==> src/rtl/frac_clk_ctrl.sv <==
// Sequencer for a fractional clock-enable generator: validates ratio requests, reloads the
// generator's factors under generator reset, then gates and counts enables. Option: FRAC_CLK_CTRL_TICK_COUNT_EN.
module frac_clk_ctrl #(
  parameter int COUNTER_BITS = 8,
  parameter int TICK_BITS    = 16
) (
  input  logic                           clk,
  input  logic                           reset,
  input  logic                           req_valid,
  output logic                           req_ready,
  input  logic signed [COUNTER_BITS-1:0] req_mul,
  input  logic signed [COUNTER_BITS-1:0] req_div,
  input  logic        [TICK_BITS-1:0]    req_ticks,
  input  logic                           stop,
  output logic                           gen_reset,
  output logic signed [COUNTER_BITS-1:0] gen_factor_mul,
  output logic signed [COUNTER_BITS-1:0] gen_factor_div,
  input  logic                           gen_en,
  output logic                           en_out,
  output logic                           busy,
  output logic                           done,
  output logic                           err,
  output logic        [TICK_BITS-1:0]    tick_count
);
  typedef enum logic [2:0] {IDLE, CHECK, FLUSH, RUN, DONE} state_t;

  localparam logic signed [COUNTER_BITS-1:0] ZERO    = '0;
  localparam logic signed [COUNTER_BITS-1:0] DIV_MAX = COUNTER_BITS'((1 << (COUNTER_BITS-2)) - 1);

  state_t                         state, state_nx;
  logic signed [COUNTER_BITS-1:0] p_mul, p_div;
  logic                           from_run, flush_2nd;
  logic                           accept, req_ok, run_en, term;

  assign accept = req_valid && req_ready;
  assign req_ok = (p_mul > ZERO) && (p_mul < p_div) && (p_div <= DIV_MAX);
  assign run_en = (state == RUN) && gen_en;
  assign en_out = run_en;
  assign busy   = (state != IDLE);

`ifdef FRAC_CLK_CTRL_TICK_COUNT_EN
  localparam logic [TICK_BITS-1:0] ONE = TICK_BITS'(1);
  logic [TICK_BITS-1:0] p_ticks, ticks_q, tick_q;

  // run length only becomes active once the request passes validation
  always_ff @(posedge clk or posedge reset) begin
    if (reset) begin
      p_ticks <= '0;
      ticks_q <= '0;
      tick_q  <= '0;
    end else begin
      if (accept) p_ticks <= req_ticks;
      if (state == CHECK && req_ok) begin
        ticks_q <= p_ticks;
        tick_q  <= '0;
      end else if (run_en) begin
        tick_q <= tick_q + ONE;
      end
    end
  end

  assign term       = (ticks_q != '0) && run_en && (tick_q == ticks_q - ONE);
  assign tick_count = tick_q;
`else
  logic unused_ticks;
  assign unused_ticks = ^req_ticks;
  assign term         = 1'b0;
  assign tick_count   = '0;
`endif

  always_ff @(posedge clk or posedge reset) begin
    if (reset) begin
      state          <= IDLE;
      p_mul          <= '0;
      p_div          <= '0;
      from_run       <= 1'b0;
      flush_2nd      <= 1'b0;
      gen_factor_mul <= '0;
      gen_factor_div <= '0;
    end else begin
      state     <= state_nx;
      flush_2nd <= (state == FLUSH) && !flush_2nd;
      if (accept) begin
        p_mul    <= req_mul;
        p_div    <= req_div;
        from_run <= (state == RUN);
      end
      if (state == CHECK && req_ok) begin
        gen_factor_mul <= p_mul;
        gen_factor_div <= p_div;
      end
    end
  end

  always_comb begin
    state_nx  = state;
    req_ready = 1'b0;
    gen_reset = 1'b1;
    done      = 1'b0;
    err       = 1'b0;
    unique case (state)
      IDLE: begin
        req_ready = 1'b1;
        if (req_valid) state_nx = CHECK;
      end
      CHECK: begin
        // a rejected retune must leave the running generator untouched
        gen_reset = !from_run;
        if (req_ok) begin
          state_nx = FLUSH;
        end else begin
          err      = 1'b1;
          state_nx = from_run ? RUN : IDLE;
        end
      end
      FLUSH: begin
        if (flush_2nd) state_nx = RUN;
      end
      RUN: begin
        gen_reset = 1'b0;
        req_ready = !stop && !term;
        if (stop || term)   state_nx = DONE;
        else if (req_valid) state_nx = CHECK;
      end
      DONE: begin
        done     = 1'b1;
        state_nx = IDLE;
      end
      default: state_nx = IDLE;
    endcase
  end
endmodule
==> config.mk <==
export PLATFORM = sky130hd
export DESIGN_NAME = frac_clk_ctrl
export DESIGN_NICKNAME = d
export VERILOG_FILES = /design/src/rtl/frac_clk_ctrl.sv
export SDC_FILE = /design/constraint.sdc
export NUM_CORES = 1
export LEC_CHECK = 0
export BUFFER_PORTS_ARGS = -buffer_cell sky130_fd_sc_hd__buf_4
export CAP_MARGIN = 20
export CORE_AREA = 3 3 69 71
export DETAILED_ROUTE_END_ITERATION = 6
export DIE_AREA = 0 0 72 74
export HOLD_SLACK_MARGIN = 0.08
export PLACE_DENSITY_LB_ADDON = 0.25
export SETUP_SLACK_MARGIN = 0.05
export SYNTH_ARGS = -nofsm -noshare
export SYNTH_HDL_FRONTEND = slang
export SYNTH_SLANG_ARGS = --single-unit
==> constraint.sdc <==
create_clock -name clk -period 2.1 [get_ports clk]
set_input_delay 0.21 -clock clk [delete_from_list [all_inputs] [get_ports clk]]
set_output_delay 0.21 -clock clk [all_outputs]
set_load 0.01 [all_outputs]
# Yosys cells after proc, flatten, opt, wreduce, memory -nomap -nowiden
# Index checks and enable logic that the tools add are counted.
# Widths: inputs -> output; s select.
[op_classes]
n_mux = 11
eq_ne = 5
n_reduce_logical = 11
magnitude_cmp = 3
[op_table]
columns = ["op", "n"]
rows = [
  ["$pmux 3 s4", 1],
  ["$mux 3", 3],
  ["$gt 8x1->1 const B", 1],
  ["$le 8x7->1 const B", 1],
  ["$lt 8x8->1", 1],
  ["$eq 3x2->1 const B", 2],
  ["$logic_and 1x1->1", 6],
  ["$mux 2", 2],
  ["$pmux 1 s2", 2],
  ["$eq 3x1->1 const B", 1],
  ["$eq 3x3->1 const B", 1],
  ["$logic_not 1->1", 3],
  ["$logic_not 3->1", 1],
  ["$mux 1", 3],
  ["$reduce_bool 3->1", 1],
  ["$ne 2x2->1 const B", 1],
]
[word_totals]
output_inout_bits = 38
reg_bits = 37
wordCells = 37
input_bits = 37

# Logic depth before layout (Yosys ltp)
[depth]
depth_word = 5
ltp_mapped = 8
ltp_nobuf = 7

# Least setup slack after synthesis
# Ideal clock, no wire load.
[synth_timing]
path_kind = "register -> register"
start = "register p_mul[1]"
end = "register gen_factor_div[0]"
stages_incl_launch_ff = 8
t_required_ns = 1.975
synth_period_minus_slack_ns = 2.294
arrival_ns = 2.169
n_path_buf = 1
slack_ns = -0.194
path_cell_list = "dfrtp_1 > ha_1 > or3b_1 > o2111ai_1 > a31oi_1 > nor4b_4 > buf_6 > mux2_2"
[synth_via]
elab_chain_len = 4
word_cells_on_any_way = 5
cone_classes = "order compare: 2; reduce/logical: 3"
[synth_rtl]
columns = ["element", "line_no", "source"]
rows = [
  ["start: declaration", "31", "logic signed [COUNTER_BITS-1:0] p_mul, p_div;"],
  ["start signal: assignment", "84", "p_mul <= req_mul;"],
  ["$gt 8x1->1 or $lt 8x8->1 (tied branches)", "36", "assign req_ok = (p_mul > ZERO) && (p_mul < p_div) && (p_div <= DIV_MAX);"],
  ["$logic_and 1x1->1 * (2 in series)", "36", ""],
  ["$logic_and 1x1->1 *", "88", "if (state == CHECK && req_ok) begin"],
  ["end signal: assignment", "90", "gen_factor_div <= p_div;"],
  ["end: declaration", "17", "output logic signed [COUNTER_BITS-1:0] gen_factor_div,"],
]
# Every way passes the cells marked *; elsewhere a longest branch is shown, timed or not.
# A chain may end at the register's enable or synchronous reset.

# Worst setup path in the final report
[layout_timing]
start = "register p_div[1]"
end = "register gen_factor_div[5]"
[layout_via]
elab_chain_len = 4
word_cells_on_any_way = 5
cone_classes = "order compare: 2; reduce/logical: 3"
[layout_rtl]
columns = ["element", "line_no", "source"]
rows = [
  ["start: declaration", "31", ""],
  ["start signal: assignment", "85", "p_div <= req_div;"],
  ["$lt 8x8->1", "36", ""],
  ["$logic_and 1x1->1", "36", ""],
  ["$logic_and 1x1->1 *", "36", ""],
  ["$logic_and 1x1->1 *", "88", ""],
]
# Marked as above.

==> run summary <==
75 I/O pins were placed. The kind of critical path was reg2reg. Yosys mapped a number of flops with a built-in enable equal to 0. The number of max-slew violations in the final report is 0, and the clock period minus worst slack is 2.24 ns.

Before CTS, the worst setup slack after placement is -0.164 ns. The smallest setup slack after layout is -0.136 ns. The logs give 0 for the residual DRC count and 0.161 ns for the worst hold slack across all endpoints. After routing the design area is 0.00241 mm2.

The sequential fraction of the synthesis area was 0.515. Most common library cell in the layout ignoring fill and taps: buf_4. TritonCTS built the clock tree. The overall die height is 74 um, and the signed area change from the synthesized netlist to the final layout is 34.1%. The number of synthesized register bits was 37; the share of synthesized flip-flops with an asynchronous set or reset was 1.00.

The detail route stage leaves a number of antenna-violating nets equal to 0. After clock tree synthesis, the clock-pin slew on the worst setup and hold paths is 0.07 ns. The logs give 0.561 for the post-layout utilization of the core and 4 for the detailed-routing iteration count for the pre-antenna-repair pass. The beginning of the worst register-to-register path is p_div[1]$_DFFE_PP0P_. The number of buffer and inverter stages on the critical path is 2, and the achievable frequency is 0.447 GHz. At the later pin of the worst-skew pair, clock insertion delay measures 0.28 ns. The synthesized netlist cell count is 144, and the area of the placeable core is 0.00429 mm2. The predominant post-synthesis flop cell is dfrtp_1. The worst hold path begins at req_div[5]. The number of global-route vias before repair is 1258. The final reports fail on setup timing.

The overall via count from detail_route was 1240; the part of the cycle the worst path needs was 1.06. At the end of routability-driven placement, the weighted congestion stood at 0.826. On the critical path, the stage with the largest delay is an instance of or3b_4. The run gives 2.40 ns as the arrival time at the worst endpoint.

Summed over all layers, the routed wires come to 3510 um. The category of cells accounting for the largest share of critical-path delay is simple AND/OR/NAND/NOR gates. For this run, the post-layout net count is 251. The power per unit of standard cell area is 1520 mW/mm2, and the die extent in x is 72 um.

The tool flagged a number of max-cap violations equal to 0. The number of synthesis warnings came out at 0. The die area is 0.00533 mm2. The global-route usage over all layers was 0.144. The tools report the kind of end point of the critical path as a register.

The run finished, with violations left. Buffers placed on the I/O ports in this run total 42. The layout cell share with drive strength beyond 1 works out to 0.517. In this design, the stage delay of the slowest critical-path cell is 0.39 ns. The floorplan has 24 rows. The register-to-register setup slack was -0.14 ns. In the post-synthesis netlist, the biggest area contributors are dfrtp_1 51%, mux2_2 19%, buf_4 6.7%, ha_1 4.9%, inv_1 1.9%. The run gives 840 um2 as the area taken by multi-input logic gates. Between clock sinks in the finished design, the worst skew comes to 0.00428 ns.

Clock tree synthesis selected as its root buffer the cell clkbuf_8. Clock tree synthesis found a total of 37 sinks. The reg-to-reg critical path endpoint is gen_factor_div[5]$_DFFE_PP0P_. The run gives 0 as the buffers inserted during post-CTS setup optimization. The effective utilization at floorplan is 0.419, and the number of cells on the worst reg-to-reg path is 8. The routed via count divided by cell count works out to 4.79.

For the worst setup path, the data required time is 2.26 ns. The worst hold path was traced through 2 stages. The path class of the tightest hold or removal check is in2reg. The top cell types in the final layout, fill and taps aside, are 57 x buf_4, 37 x dfrtp_1, 21 x mux2_2, 16 x conb_1, 10 x mux2_4. Clock tree synthesis inserted a total of 5 buffers.

The mean routed wirelength per cell is 13.5 um. Summing all flip-flop and latch instances after layout gives 926 um2. The tools report the number of cells in the design after placement as 251. In this run the worst path has a maximum fanout of 9. A synthesized cell averages 12.5 um2. The final setup violation count came out at 16. H-tree depth reported by CTS: 2. Leading area contributor after synthesis: dfrtp_1. Setup repair after global routing could not meet its margin everywhere. The cell area after placement was 0.00227 mm2. The number of antenna diodes came out at 0. In this run the static leakage power is 1.18 nW. STA classifies the critical path startpoint as a register. Once detailed placement completed, the half-perimeter wirelength came to 2700 um. The first global-routing pass estimated 5840 um of wire. Post-synthesis cell type count: 32. Traced cell by cell, the critical path runs through inv_1 > ha_2 > or3b_4 > o2111ai_2 > a31oi_4 > nor4b_4 > buf_6 > mux2_2. For the number of antenna violations at the first check in global routing, the log shows 0.

The total congestion overflow was 0; the buffer depth of the longest clock path was 2. Entering global routing, the biggest net connects 38 pins. The DRC violation total after the first TritonRoute iteration is 16. The final number of hold-violating endpoints is 0, and the worst vdd rail ir drop is 0.656 mV. The proportion of netlist area held by the largest area contributor came out at 0.515.

After filler insertion, the fill cell instance count of the layout stands at 372. In this run the cell area of the synthesized design comes to 0.00180 mm2. The worst hold path terminates at p_div[5]$_DFFE_PP0P_.

Final cell count without fillers: 259.
[worst max path at each step]
stage                    startpoint                            end  slack, ns  depth (start not counted)
2_1_floorplan  p_mul[1]$_DFFE_PP0P_  gen_factor_div[0]$_DFFE_PP0P_      -0.19                          7
3_3_place_gp   p_div[1]$_DFFE_PP0P_  gen_factor_mul[3]$_DFFE_PP0P_      -0.09                          8
3_5_place_dp   p_div[1]$_DFFE_PP0P_  gen_factor_div[6]$_DFFE_PP0P_      -0.16                          8
4_1_cts        p_div[1]$_DFFE_PP0P_  gen_factor_div[6]$_DFFE_PP0P_      -0.17                          8
5_1_grt        p_div[4]$_DFFE_PP0P_  gen_factor_mul[3]$_DFFE_PP0P_      -0.24                          8
6_report       p_div[1]$_DFFE_PP0P_  gen_factor_div[5]$_DFFE_PP0P_      -0.14                          8
[Yosys cell counts, drive strengths merged (2+ instances only)]
cell	n
mux2	31
o2111ai	2
buf	17
inv	9
clkbuf	2
o21ai	6
dfrtp	37
nor2	2
nand2	8
and3	2
nor4b	2
a21oi	2
ha	7
[flip-flops by register name (all words and copies together) (netlist names)]
| register | count |
|---|---|
| from_run | 1 |
| p_mul | 8 |
| flush_2nd | 1 |
| gen_factor_div | 8 |
| gen_factor_mul | 8 |
| state | 3 |
| p_div | 8 |
[cell families (layout without fill, tap and decap cells)]
kind of cell	after synthesis	in the layout	share of synthesized area
flip-flops	37	37	0.515
multiplexers	32	32	0.200
buffers and inverters	28	76	0.0960
AND/OR/NAND/NOR	23	23	0.0807
AO/OA/AOI/OAI	16	16	0.0578
adder cells (fa/ha/maj)	7	7	0.0487
other	1	16	0.00209
[report_power, final]
group          internal [mW]  switching (mW)  leakage [nW]
sequential              1.05           0.235         0.451
clock                  0.260           0.218        0.0443
combinational           1.12           0.792         0.686
[layout make-up]
type	instances	area share
flip-flops and latches	37	0.384
multi-input cells	94	0.348
repair buffers	60	0.191
clock buffers	7	0.0358
well taps	52	0.0270
inverters	9	0.0140
[routing by layer]
| layer | up-vias | global-route usage | wire length, um |
|---|---|---|---|
| met3 | 3 | 0.0405 | 230 |
| li1 | 594 | - | - |
| met2 | 46 | 0.257 | 1840 |
| met5 | - | 0 | 0 |
| met1 | 597 | 0.174 | 1420 |
| met4 | 0 | 0.0313 | 18 |
[through the flow]
| stage | TNS, ns | total power [mW] |
|---|---|---|
| final | -1.64 | 3.67 |
| after global routing | -3.44 | 3.98 |
| after CTS | -2.28 | 3.68 |
| after detailed placement | -1.95 | 3.11 |
| after global placement | -0.943 | 3.03 |
| after floorplan | -1.93 | 2.35 |
[timing repair]
item	CTS	global route
gates resized for setup	5	4
pin swaps	1	0
hold buffers	1	0
setup endpoints to repair	17	17
endpoints found under the hold margin	37	0
(Power assumes the default switching activity.)
